### config.mk
export PLATFORM = sky130hd
export DESIGN_NAME = pulse_stretcher
export DESIGN_NICKNAME = d
export VERILOG_FILES = /design/src/rtl/pulse_stretcher.sv
export SDC_FILE = /design/constraint.sdc
export NUM_CORES = 1
export LEC_CHECK = 0
export CORE_MARGIN = 10
export CORE_UTILIZATION = 59
export DETAILED_ROUTE_END_ITERATION = 10
export PLACE_DENSITY = 0.81
export SLEW_MARGIN = 15
export SYNTH_ARGS = -nofsm -noshare
export SYNTH_HDL_FRONTEND = slang
export SYNTH_SLANG_ARGS = --single-unit
### constraint.sdc
create_clock -name clk -period 6.42 [get_ports clk]
set_input_delay 1.284 -clock clk [delete_from_list [all_inputs] [get_ports clk]]
set_output_delay 1.284 -clock clk [all_outputs]
set_load 0.01 [all_outputs]
### src/rtl/pulse_stretcher.sv
// Pulse stretcher: widens trigger pulses into levels of programmable length,
// with retrigger, a one-deep pending trigger, a forced gap and a toggle mode.
module pulse_stretcher #(
    parameter int CNT_W      = 16,
    parameter int GAP_CYCLES = 2
) (
    input  logic             clk,
    input  logic             reset,
    input  logic             en,
    input  logic             mode,
    input  logic             retrig,
    input  logic [CNT_W-1:0] len,
    input  logic             pulse_in,
    output logic             level_out,
    output logic             done,
    output logic             drop,
    output logic [1:0]       state_dbg
);

    typedef enum logic [1:0] {
        IDLE   = 2'd0,
        ACTIVE = 2'd1,
        GAP    = 2'd2,
        TOG_HI = 2'd3
    } state_t;

    localparam int GW = (GAP_CYCLES > 1) ? $clog2(GAP_CYCLES) : 1;
    localparam logic [GW-1:0] GAP_LOAD = GW'(GAP_CYCLES - 1);

    state_t           state;
    logic [CNT_W-1:0] cnt;
    logic [GW-1:0]    gcnt;
    logic             pending;
    logic [CNT_W-1:0] len_m1;

    // A zero length is treated as a one-cycle stretch.
    assign len_m1    = (len == '0) ? '0 : len - CNT_W'(1);
    assign state_dbg = state;

    always_ff @(posedge clk or negedge reset) begin
        if (!reset) begin
            state     <= IDLE;
            level_out <= 1'b0;
            done      <= 1'b0;
            drop      <= 1'b0;
            cnt       <= '0;
            gcnt      <= '0;
            pending   <= 1'b0;
        end else begin
            done <= 1'b0;
            drop <= 1'b0;
            if (!en) begin
                state     <= IDLE;
                level_out <= 1'b0;
                cnt       <= '0;
                gcnt      <= '0;
                pending   <= 1'b0;
            end else begin
                case (state)
                    IDLE: begin
                        if (pulse_in) begin
                            level_out <= 1'b1;
                            if (mode) begin
                                state <= TOG_HI;
                            end else begin
                                state <= ACTIVE;
                                cnt   <= len_m1;
                            end
                        end
                    end
                    ACTIVE: begin
                        if (pulse_in && retrig) begin
                            cnt <= len_m1;
                        end else begin
                            if (pulse_in) begin
                                if (pending) drop <= 1'b1;
                                else         pending <= 1'b1;
                            end
                            if (cnt == '0) begin
                                state     <= GAP;
                                level_out <= 1'b0;
                                done      <= 1'b1;
                                gcnt      <= GAP_LOAD;
                            end else begin
                                cnt <= cnt - CNT_W'(1);
                            end
                        end
                    end
                    GAP: begin
                        if (gcnt == '0) begin
                            // A trigger on the final gap cycle re-arms pending
                            // if one is consumed now, otherwise starts directly.
                            if (pending || pulse_in) begin
                                state     <= ACTIVE;
                                level_out <= 1'b1;
                                cnt       <= len_m1;
                                pending   <= pending && pulse_in;
                            end else begin
                                state <= IDLE;
                            end
                        end else begin
                            gcnt <= gcnt - GW'(1);
                            if (pulse_in) begin
                                if (pending) drop <= 1'b1;
                                else         pending <= 1'b1;
                            end
                        end
                    end
                    TOG_HI: begin
                        if (pulse_in) begin
                            state     <= IDLE;
                            level_out <= 1'b0;
                        end
                    end
                    default: begin
                        state     <= IDLE;
                        level_out <= 1'b0;
                    end
                endcase
            end
        end
    end

endmodule

==> run summary, run 1 <==
Largest clock skew in the final design: 1.44 ps. The total number of vias is 1859, and the remaining max-slew budget at the tightest pin is 30.7%. The final count of hold timing violations was 0.

Entering global routing, the biggest net connects 24 pins. The tools report the sequential area share after synthesis as 29.5%. The critical path buffer and inverter count came out at 1.

The initial core utilization came out at 62.8%. Clock tree root buffer cell: sky130_fd_sc_hd__clkbuf_4. The worst setup path is launched from an input port. Measured along the x axis, the die boundary spans 77.5 µm. No sink is reached through more buffers than the 2 on the longest clock path. The transition at the pin with the smallest max-transition slack is 1040 ps.

The post-route netlist has 6.75% of its cells at a drive strength greater than 1. The first global-routing pass estimated 8100 µm of wire. The clock sink count was 23.

Number of H-tree levels: 1. Net switching is 48.7% of the power. The delay of the slowest critical-path stage was 840 ps. The share of synthesized area in the top cell type comes to 29.5%. In this run the cell area of the synthesized design comes to 1950 µm². In this run the standard cell core region covers 3100 µm².

The detailed-placement wirelength estimate was 3820 µm; the maximum vdd ir drop was 0.177 mV. The number of fill cells was 286. The floorplan row count was 20; the maximum operating frequency was 255 MHz.

Summing all multi-input logic gate instances after layout gives 1260 µm². The count of flip-flops with a built-in enable after synthesis was 0. The tools report the leakage power total as 0.864 nW. On the critical path, the stage with the largest delay is an instance of sky130_fd_sc_hd__nor2_1. The main flop type after synthesis is sky130_fd_sc_hd__dfrtp_1. STA classifies the critical path endpoint as a flop. For this run, the detailed router's first-pass iteration total came to 5. In the synthesized netlist, the number of instances is 230. The run gives 1763 as the via count of the first global-routing pass. TritonCTS built the clock tree. The total power draw is 0.846 mW, and the remaining global-route overflow is 0. For this run, the number of Yosys warnings is 0.

After routing the design area is 2220 µm². The placed instances occupy a cell area of 2200 µm². For this design the ratio of total power to cell area is 380 nW/µm². The synthesized netlist contains 55 unique library cells. The vias per cell was 6.28; the final wirelength was 4900 µm. In the post-synthesis netlist, the biggest area contributors are sky130_fd_sc_hd__dfrtp_1 (30%), sky130_fd_sc_hd__nor3_1 (5.7%), sky130_fd_sc_hd__xnor2_1 (5.4%), sky130_fd_sc_hd__a21oi_1 (3.9%), sky130_fd_sc_hd__ha_1 (3.9%). The count of buffers added on input and output ports is 26. The number of hold buffers added after CTS was 0. The die extent in y was 77.5 µm; the signed area change from the synthesized netlist to the final layout was 14.2%. The initial antenna violation count came out at 0. Top-level port count: 27. The final critical path takes up 61.0% of the cycle.

Setup slack closes at 2500 ps. The data required time of the worst path was 6620 ps. The first routing iteration left 249 violations. Across the whole layout, storage elements account for 576 µm². The max capacitance violation total was 0; the register share of total power was 32.6%. The proportion of synthesized flip-flops having asynchronous set or reset came out at 100%. The total setup buffers inserted after CTS is 0, and the final critical-path required period is 3920 ps.

The switching component of the power is 0.412 mW, and the clock transition at the register clock pins on the worst setup and hold paths after CTS is 130 ps. Setup repair after global routing left no endpoint under its margin. The synthesized design spends more area on one cell type than any other, namely sky130_fd_sc_hd__dfrtp_1.

The category of cells accounting for the largest share of critical-path delay is simple AND/OR/NAND/NOR gates. The internal power of the cells totals 0.434 mW. The number of endpoints failing setup at the final stage was 0; the post-synthesis net count was 258. After the last flow step, the layout net total stands at 281. The die covers 6000 µm². The flow ran to the end, and the final reports show no timing, DRC or antenna violations.

Of all nets on the critical path, the largest fanout is 16. Of the total power, the clock network draws 8.3%. The number of antenna diodes in the final layout is 0. The total track usage came out at 15.7%. The tightest min-delay check is of the reg2reg type.

Traced cell by cell, the critical path runs through clkdlybuf4s50_1 -> a21boi_2 -> nand2_1 -> nor2_1 -> or3_4 -> o21ai_0. The weighted congestion at the end of routability-driven global placement is 0.960, and the post-detailed-route DRC marker count is 0. The number of buffers inserted during clock tree synthesis is 3, and the clock insertion delay at the later pin of the skew report is 320 ps. The register bit count reported by yosys was 23. The data arrival time at the worst-slack endpoint was 4120 ps; the post-CTS resize count was 0. Each instance of the synthesized netlist takes up on average 8.47 µm². The tightest hold path in the finished design has a slack of 551 ps.

The kind of critical path is in2reg. The total negative slack was 0 ps; the worst slack at placement was 2210 ps. After detailed routing, the average wire length per cell comes to 16.6 µm. The run gives 0 as the max-slew violation count. Combinational logic is responsible for 59.1% of the overall power.

Once detail routing completed, the nets flagged for antenna violations numbered 0.
[kinds of logic (layout without fill, tap and decap cells)]
family / after synthesis / count (layout) / share of synthesized area [%]
xor+xnor: 15 / 15 / 6.74
buf+inv: 20 / 42 / 5.65
compound gates: 70 / 70 / 26.8
mux: 1 / 1 / 0.514
fa+ha+maj: 6 / 6 / 3.85
flops: 23 / 23 / 29.5
simple gates: 95 / 95 / 26.9
[flip-flops by register name, summed over array words and instances (netlist names)]
register and cells:
pending 1, cnt 16, drop 1, gcnt 1
level_out 1, state_dbg 2, done 1
[final cells by class]
type	instances	area share (%)
inverter	12	2.02
multi-input combinational	187	56.7
timing repair buffer	26	11.7
clock buffer	4	1.18
tap	44	2.47
sequential	23	25.9
[routing by layer]
metal	GRT usage [%]	share of wire [%]	up-vias
met2	22.9	43	81
met5	0	0	-
met3	2.30	8.3	5
met1	22.9	48	849
met4	5.11	1.1	0
li1	-	-	924
[worst reg2reg max path: cells and delay by family (launching register included)]
kind	cells	cell delay [ps]
AND/OR/NAND/NOR	3	1600
flip-flops	1	440
adder cells (fa/ha/maj)	1	300
buffers and inverters	1	110
AO/OA/AOI/OAI	2	690
[final timing paths]
path                                          startpoint                       end  slack (ps)  cells after the start
min in group asynchronous                          reset  state_dbg[0]$_DFFE_PN0P_        1520                      1
worst max-delay path                            pulse_in        cnt[5]$_DFFE_PN0P_        2500                      6
max in group asynchronous                          reset        cnt[4]$_DFFE_PN0P_        4290                      1
worst min-delay path                 cnt[10]$_DFFE_PN0P_       cnt[10]$_DFFE_PN0P_         550                      2
worst max register to register  state_dbg[1]$_DFFE_PN0P_        cnt[5]$_DFFE_PN0P_        3170                      7
worst min register to register       cnt[10]$_DFFE_PN0P_       cnt[10]$_DFFE_PN0P_         550                      2
[power by group through the flow]
stage / Sequential [mW] / Clock (mW) / Combinational [mW]
CTS: 0.273 / 0.0693 / 0.495
global placement: 0.273 / 0 / 0.490
finish: 0.276 / 0.0698 / 0.500
global route: 0.285 / 0.0747 / 0.553
detailed placement: 0.277 / 0 / 0.492
floorplan: 0.260 / 0 / 0.391
[stage by stage]
step           instances  utilization [%]
2_1_floorplan        230                -
3_3_place_gp         292             70.8
3_5_place_dp         292             70.8
4_1_cts              296             71.7
5_1_grt              296             71.7
6_report             296             71.7
[placed cells by master, fill, tap and decap left out, types with 3 or more instances in the layout]
cell type and n:
sky130_fd_sc_hd__a21oi_1 15, sky130_fd_sc_hd__a22oi_1 5, sky130_fd_sc_hd__a31oi_1 4, sky130_fd_sc_hd__a32oi_1 4, sky130_fd_sc_hd__clkbuf_4 3, sky130_fd_sc_hd__clkdlybuf4s50_1 26, sky130_fd_sc_hd__dfrtp_1 23, sky130_fd_sc_hd__ha_1 6
sky130_fd_sc_hd__inv_1 12, sky130_fd_sc_hd__nand2_1 14, sky130_fd_sc_hd__nand2b_1 3, sky130_fd_sc_hd__nand3_1 9, sky130_fd_sc_hd__nand3b_1 3, sky130_fd_sc_hd__nand4_1 3, sky130_fd_sc_hd__nor2_1 18, sky130_fd_sc_hd__nor3_1 22
sky130_fd_sc_hd__nor4_1 8, sky130_fd_sc_hd__o21ai_0 9, sky130_fd_sc_hd__o21ai_1 6, sky130_fd_sc_hd__o31ai_1 8, sky130_fd_sc_hd__xnor2_1 12, sky130_fd_sc_hd__xor2_1 3
[synthesized netlist by cell type, types with 2 or more instances]
| master | n |
|---|---|
| sky130_fd_sc_hd__dfrtp_1 | 23 |
| sky130_fd_sc_hd__nor3_1 | 22 |
| sky130_fd_sc_hd__nor2_1 | 18 |
| sky130_fd_sc_hd__a21oi_1 | 15 |
| sky130_fd_sc_hd__nand2_1 | 14 |
| sky130_fd_sc_hd__inv_1 | 12 |
| sky130_fd_sc_hd__xnor2_1 | 12 |
| sky130_fd_sc_hd__nand3_1 | 9 |
| sky130_fd_sc_hd__o21ai_0 | 9 |
| sky130_fd_sc_hd__nor4_1 | 8 |
| sky130_fd_sc_hd__o31ai_1 | 8 |
| sky130_fd_sc_hd__ha_1 | 6 |
| sky130_fd_sc_hd__o21ai_1 | 6 |
| sky130_fd_sc_hd__a22oi_1 | 5 |
| sky130_fd_sc_hd__a31oi_1 | 4 |
| sky130_fd_sc_hd__a32oi_1 | 4 |
| sky130_fd_sc_hd__nand2b_1 | 3 |
| sky130_fd_sc_hd__nand3b_1 | 3 |
| sky130_fd_sc_hd__nand4_1 | 3 |
| sky130_fd_sc_hd__xor2_1 | 3 |
| sky130_fd_sc_hd__a21bo_2 | 2 |
| sky130_fd_sc_hd__a221oi_1 | 2 |
| sky130_fd_sc_hd__buf_2 | 2 |
| sky130_fd_sc_hd__clkbuf_8 | 2 |
| sky130_fd_sc_hd__o22ai_1 | 2 |
| sky130_fd_sc_hd__o2bb2ai_1 | 2 |
| sky130_fd_sc_hd__o311ai_4 | 2 |
| sky130_fd_sc_hd__or4_1 | 2 |
(Power assumes the default switching activity.)
==> run 2: changes to the inputs <==
- CORE_UTILIZATION: 59 -> 55
- PLACE_DENSITY: 0.81 -> 0.76
- clock period: 6.42 -> 3.75 ns (I/O delays scaled with it)
==> run 2 against run 1 <==
Via count decreased by 0.43%. Core utilization decreased by 5.0 points. Cell count increased by 2.4%. Highest routed layer unchanged. First-iteration DRC count decreased by 24%. Non-clock buffer count increased by 5. Hold slack got worse by 170 ps. Setup slack got worse by 1500 ps.
==> run summary, run 2 (synthesized netlist as in run 1, its figures left out) <==
X dimension of the die: 79.5 µm (+2.7%). The total negative slack came out at 0 ps (unchanged). The tools report the element type at the critical path end as a flop. The worst hold margin was 384 ps (-167 ps); the total track usage was 16.5% (+0.84 points).

For the total number of vias, the log shows 1851 (-0.43%). STA classifies the critical path startpoint as an input port. Detailed router's first-iteration violation count: 189 (-24%). The number of H-tree levels is 1 (unchanged). Setup repair after global routing left no endpoint under its margin. After layout, the worst path uses 72.1% of the clock period. For the clock sink count, the log shows 23 (unchanged). Die area: 6320 µm² (+5.4%).

The library cell used most frequently in the layout, excluding fill and tap cells, is sky130_fd_sc_hd__clkdlybuf4s50_1. The power density normalized to cell area works out to 647 nW/µm² (+70%). The layout cell share with drive strength beyond 1 is 9.34% (+2.6 points). The run finished with clean final reports. The total setup buffers inserted after CTS is 0 (unchanged), and the max capacitance violation total is 0 (unchanged). Data arrival time at the worst-slack endpoint: 2920 ps (-1200 ps). The flip-flop count of the largest register after layout came out at 16 (unchanged). The logs give 286 (+1.8%) for the net count of the finished layout and 0 (unchanged) for the initial antenna violation count. The floorplan row count came out at 21 (+5.0%). Register with the highest flop count: cnt. Derived from the worst setup path, the maximum achievable clock frequency is 370 MHz. In the layout the commonest cells are sky130_fd_sc_hd__clkdlybuf4s50_1 (25), sky130_fd_sc_hd__dfrtp_1 (23), sky130_fd_sc_hd__nor3_1 (22).

Clock tree root buffer cell: sky130_fd_sc_hd__clkbuf_4. Vias per cell: 6.11 (-2.7%). The post-route antenna net violation count was 0 (unchanged). The path class of the tightest hold or removal check is in2async. The maximum fanout along the worst path came out at 10 (-6).

The run gives 3390 µm² (+9.2%) as the area of the core region. The area growth from synthesis to layout is 16.1%. The maximum buffer depth of the clock tree was 2 (unchanged); the clock transition at the register clock pins on the worst setup and hold paths after CTS was 140 ps (about the same). The largest clock skew in the final design is 13.2 ps (+11.7 ps).

The routed design could run at a clock period as short as 2710 ps. For the number of inserted diodes, the log shows 0 (unchanged). The final wirelength was 5180 µm (+5.7%); the global-route wire length before repair was 8670 µm (+7.1%). The maximum vdd ir drop was 0.442 mV (+150%); the weighted congestion at the end of routability-driven global placement was 0.887 (-7.6%). The post-route non-filler standard cell count is 303 (+2.4%).

The run gives 3 (unchanged) as the number of buffers inserted during clock tree synthesis. The via count of the first global-routing pass was 1772 (+0.51%); the remaining global-route overflow was 0 (unchanged). TritonCTS built the clock tree. The final count of hold timing violations is 0 (unchanged). The logs give 0 (unchanged) for the post-detailed-route DRC marker count and 4000 µm (+4.7%) for the detailed-placement wirelength estimate. The post-CTS resize count was 0 (unchanged); the total of hold buffers inserted after clock tree synthesis was 0 (unchanged). The mean routed wirelength per cell was 17.1 µm (+3.2%).

The logs give 3970 ps (-2650 ps) for the data required time of the worst path and 45.6% (+15 points) for the remaining max-slew budget at the tightest pin. The tools report the max-slew violation count as 0 (unchanged). The port buffer count works out to 26 (unchanged). The tools report the clock insertion delay at the later pin of the skew report as 320 ps (about the same). The run gives 294 (+2.8%) as the number of fill cells. The pin count of the biggest net entering global routing came out at 24 (unchanged).

Total instance count after detailed placement: 299 (+2.4%). The number of endpoints failing setup at the final stage was 0 (unchanged); the transition at the pin with the smallest max-transition slack was 814 ps (-222 ps). Top-level port count: 27 (unchanged).

Kind of critical path: in2reg. The length of the first detailed-routing pass in iterations is 4 (-1), and the initial core utilization is 57.5% (-5.3 points). The die extent in y was 79.5 µm (+2.7%); the leakage power total was 0.893 nW (+3.4%).
-- run 2: cell count changes in the layout (fill, tap and decap cells not counted), sizes merged --
| cell | change |
|---|---|
| clkdlybuf4s50 | -1 |
| buf | +6 |
| clkbuf | -1 |
| clkinv | +1 |
-- run 2: path summary, 6_finish.rpt --
check | slack, ps | depth (start not counted) | from | end
min in group clk | 540 | 1 | cnt[15]$_DFFE_PN0P_ | done$_DFF_PN0_
max in group asynchronous | 2990 | 1 | reset | cnt[1]$_DFFE_PN0P_
min reg2reg | 540 | 1 | cnt[15]$_DFFE_PN0P_ | done$_DFF_PN0_
max | 1040 | 8 | len[0] | cnt[7]$_DFFE_PN0P_
min | 380 | 1 | reset | pending$_DFFE_PN0P_
max reg2reg | 1180 | 7 | state_dbg[0]$_DFFE_PN0P_ | cnt[15]$_DFFE_PN0P_
-- run 2: worst max-delay path, stage by stage --
cell,delay [ps]
sky130_fd_sc_hd__clkdlybuf4s50_1,480
sky130_fd_sc_hd__inv_1,120
sky130_fd_sc_hd__ha_1,200
sky130_fd_sc_hd__nor4b_2,460
sky130_fd_sc_hd__and4_1,400
sky130_fd_sc_hd__nor2_1,210
sky130_fd_sc_hd__a32oi_1,210
sky130_fd_sc_hd__o22ai_1,100
-- run 2: cell type report --
class / count / area, µm² / area share [%]
well taps: 46 / 57.6 / 2.55
inverters: 12 / 45.0 / 1.99
multi-input cells: 187 / 1260 / 55.8
clock inverters: 1 / 5.00 / 0.221
clock buffers: 3 / 22.5 / 0.996
flip-flops and latches: 23 / 576 / 25.5
repair buffers: 31 / 293 / 12.9
-- run 2: per-stage QoR --
stage | util, % | power, mW | instance area (µm²) | setup slack, ps
floorplan | - | 1.11 | 1950 | 1480
global placement | 66.0 | 1.32 | 2240 | 774
detailed placement | 66.0 | 1.33 | 2240 | 687
CTS | 66.9 | 1.45 | 2270 | 1040
global route | 66.7 | 1.58 | 2260 | 803
finish | 66.7 | 1.46 | 2260 | 1040
-- run 2: where the power goes --
| part | leakage [nW] | total, mW | internal (mW) | switching [mW] |
|---|---|---|---|---|
| Sequential | 0.300 | 0.464 | 0.342 | 0.122 |
| Clock | 0.0177 | 0.121 | 0.0399 | 0.0809 |
| Combinational | 0.575 | 0.879 | 0.365 | 0.514 |
-- run 2: routing by layer --
metal | share of wire, % | vias to the layer above | global-route usage, % | wire length (µm)
met5 | 0 | - | 0 | 0
met4 | 1.2 | 0 | 4.30 | 60
met3 | 8.5 | 4 | 3.27 | 441
met2 | 43 | 78 | 24.2 | 2200
met1 | 48 | 837 | 23.9 | 2470
li1 | - | 932 | - | -
==> run 3: changes to the inputs <==
- clock period: 3.75 -> 2.54 ns (I/O delays scaled with it)
==> run 3 against run 2 <==
Core utilization grew 3.7 points. Global-route usage is 0.81 points higher. Final area is 5.5% higher. Cell count increased by 5.3%. Die area unchanged. Clock skew fell by 4.3 ps. Via count increased by 4.9%. Power grew 54%. Sequential share of layout area shrank 1.3 points. Clock power rose by 48%. Non-clock buffer count increased by 16. Critical path type is now reg2reg. Highest routed layer unchanged.
==> run summary, run 3 (synthesized netlist as in run 1, its figures left out) <==
The final wirelength is 5200 µm (+0.33%). Derived from the worst setup path, the maximum achievable clock frequency is 428 MHz. The library cell appearing most often on the critical path was sky130_fd_sc_hd__o311ai_4. The number of endpoints failing setup at the final stage is 0 (unchanged), and the final critical-path required period is 2330 ps. The layout cell share with drive strength beyond 1 was 13.9% (+4.6 points). Leaving out fill and tap cells, the most frequent cell in the layout is sky130_fd_sc_hd__clkdlybuf4s50_1. The run gives 1942 (+4.9%) as the total number of vias. Traced cell by cell, the critical path runs through inv_1 -> ha_1 -> and2_4 -> o311ai_4 -> o311ai_4 -> or2_1 -> o32a_2. The post-CTS resize count is 0 (unchanged), and the transition at the pin with the smallest max-transition slack is 581 ps (-233 ps).

Register with the highest flop count: cnt. The flow ran to the end, and the final reports show no timing, DRC or antenna violations. Final count of hold timing violations: 0 (unchanged).

The data required time of the worst path is 2760 ps (-1210 ps). The top cell types in the final layout, fill and taps aside, are sky130_fd_sc_hd__clkdlybuf4s50_1 (26), sky130_fd_sc_hd__dfrtp_1 (23), sky130_fd_sc_hd__nor3_1 (22). The mean routed wirelength per cell was 16.3 µm (-4.7%); the post-detailed-route DRC marker count was 0 (unchanged). The worst setup path is of the reg2reg kind.

The logs give 0 (unchanged) for the remaining global-route overflow and 0 (unchanged) for the initial antenna violation count. The number of inserted diodes is 0 (unchanged). The power density normalized to cell area was 945 nW/µm² (+46%); the end-of-flow core utilization was 70.4% (+3.7 points).

Maximum vdd ir drop: 0.663 mV (+50%). The port buffer count was 26 (unchanged); the pin count of the biggest net entering global routing was 24 (unchanged). The run gives 0 (unchanged) as the max-slew violation count. After layout, the worst path uses 91.9% of the clock period. Delay of the slowest critical-path stage: 420 ps (-60 ps).

Remaining max-slew budget at the tightest pin: 61.0% (+15 points). The multi-input combinational cell area was 1260 µm² (unchanged); the top-level port count was 27 (unchanged). Clock transition at the register clock pins on the worst setup and hold paths after CTS: 140 ps (about the same). The tools report the clock tree root buffer cell as sky130_fd_sc_hd__clkbuf_4.

The global-route wire length before repair was 9160 µm (+5.6%). The area of all placed cells without fillers was 2380 µm² (+5.5%). The clock sink count is 23 (unchanged), and the flip-flop count of the largest register after layout is 16 (unchanged). The floorplan row count was 21 (unchanged).

Element type at the critical path end: a flop. For the total track usage, the log shows 17.4% (+0.81 points). The slowest stage of the critical path is the sky130_fd_sc_hd__dfrtp_1 cell.

The vias per cell was 6.09 (-0.35%). The total of hold buffers inserted after clock tree synthesis came out at 0 (unchanged). Number of fill cells: 295 (+0.34%). TritonCTS built the clock tree.

The logs give 576 µm² (unchanged) for the area taken by flip-flops and latches and 1926 (+8.7%) for the via count of the first global-routing pass. The number of buffers inserted during clock tree synthesis came out at 3 (unchanged). The clock insertion delay at the later pin of the skew report came out at 320 ps (about the same). The tools report the type of origin of the critical path as a flop. The tools report the length of the first detailed-routing pass in iterations as 5 (+1). For the max capacitance violation total, the log shows 0 (unchanged). The post-route antenna net violation count was 0 (unchanged). In this run the worst hold path is classified as in2async. The run gives 0 ps (unchanged) as the total negative slack. Critical path buffer and inverter count: 1 (-1). Maximum fanout along the worst path: 8 (-2). The logs give 250 (+32%) for the detailed router's first-iteration violation count and 0.952 (+7.3%) for the weighted congestion at the end of routability-driven global placement. Setup repair after global routing left no endpoint under its margin.

The run gives 206 ps (-838 ps) as the slack of the critical path. The run gives 302 (+5.6%) as the net count of the finished layout. For the largest clock skew in the final design, the log shows 8.86 ps (-4.30 ps). The tools report the data arrival time at the worst-slack endpoint as 2550 ps (-370 ps).

Category of cells accounting for the largest share of critical-path delay: compound AO/OA/AOI/OAI gates. The worst slack at placement is 124 ps (-563 ps), and the total instance count after detailed placement is 315 (+5.4%). The area of the core region was 3390 µm² (unchanged); the post-route non-filler standard cell count was 319 (+5.3%). The initial core utilization was 57.5% (unchanged); the total setup buffers inserted after CTS was 0 (unchanged). The leakage power total was 0.969 nW (+8.5%); the maximum buffer depth of the clock tree was 2 (unchanged). The area growth from synthesis to layout is 22.4%. The x dimension of the die is 79.5 µm (unchanged). The number of H-tree levels came out at 1 (unchanged). The die extent in y came out at 79.5 µm (unchanged).

The run gives 4060 µm (+1.5%) as the detailed-placement wirelength estimate. Die area: 6320 µm² (unchanged). The placed instance area was 2360 µm² (+5.4%).
## run 3: cell type report
type | count | share of cell area [%]
inverter | 12 | 1.89
timing repair buffer | 47 | 17.5
sequential | 23 | 24.1
tap | 46 | 2.41
multi-input combinational | 187 | 52.9
clock buffer | 4 | 1.10
## run 3: stage by stage
stage,total power [mW],hold slack [ps]
final,2.25,525
after CTS,2.24,536
after global placement,2.04,518
after detailed placement,2.05,523
after floorplan,1.64,212
after global routing,2.44,549
## run 3: worst paths after layout
check	slack, ps	depth (start not counted)	start	to
worst min register to register	560	1	cnt[15]$_DFFE_PN0P_	done$_DFF_PN0_
worst max register to register	210	7	state_dbg[0]$_DFFE_PN0P_	cnt[15]$_DFFE_PN0P_
max in group asynchronous	1770	2	reset	cnt[1]$_DFFE_PN0P_
worst min-delay path	520	2	reset	drop$_DFF_PN0_
min in group clk	560	1	cnt[15]$_DFFE_PN0P_	done$_DFF_PN0_
worst max-delay path	210	7	state_dbg[0]$_DFFE_PN0P_	cnt[15]$_DFFE_PN0P_
## run 3: routing by layer
layer	routed length, µm	part of all wire (%)	vias up	global-route usage [%]
li1	-	-	959	-
met1	2470	48	903	24.5
met2	2280	44	68	26.4
met3	357	6.9	12	2.93
met4	87	1.7	0	4.66
met5	0	0	-	0
## run 3: power by group
| part | leakage (nW) | total [mW] | switching [mW] | internal (mW) |
|---|---|---|---|---|
| registers | 0.300 | 0.686 | 0.181 | 0.505 |
| clock network | 0.0150 | 0.179 | 0.118 | 0.0615 |
| logic | 0.654 | 1.39 | 0.770 | 0.620 |
| total | 0.969 | 2.25 | 1.07 | 1.19 |
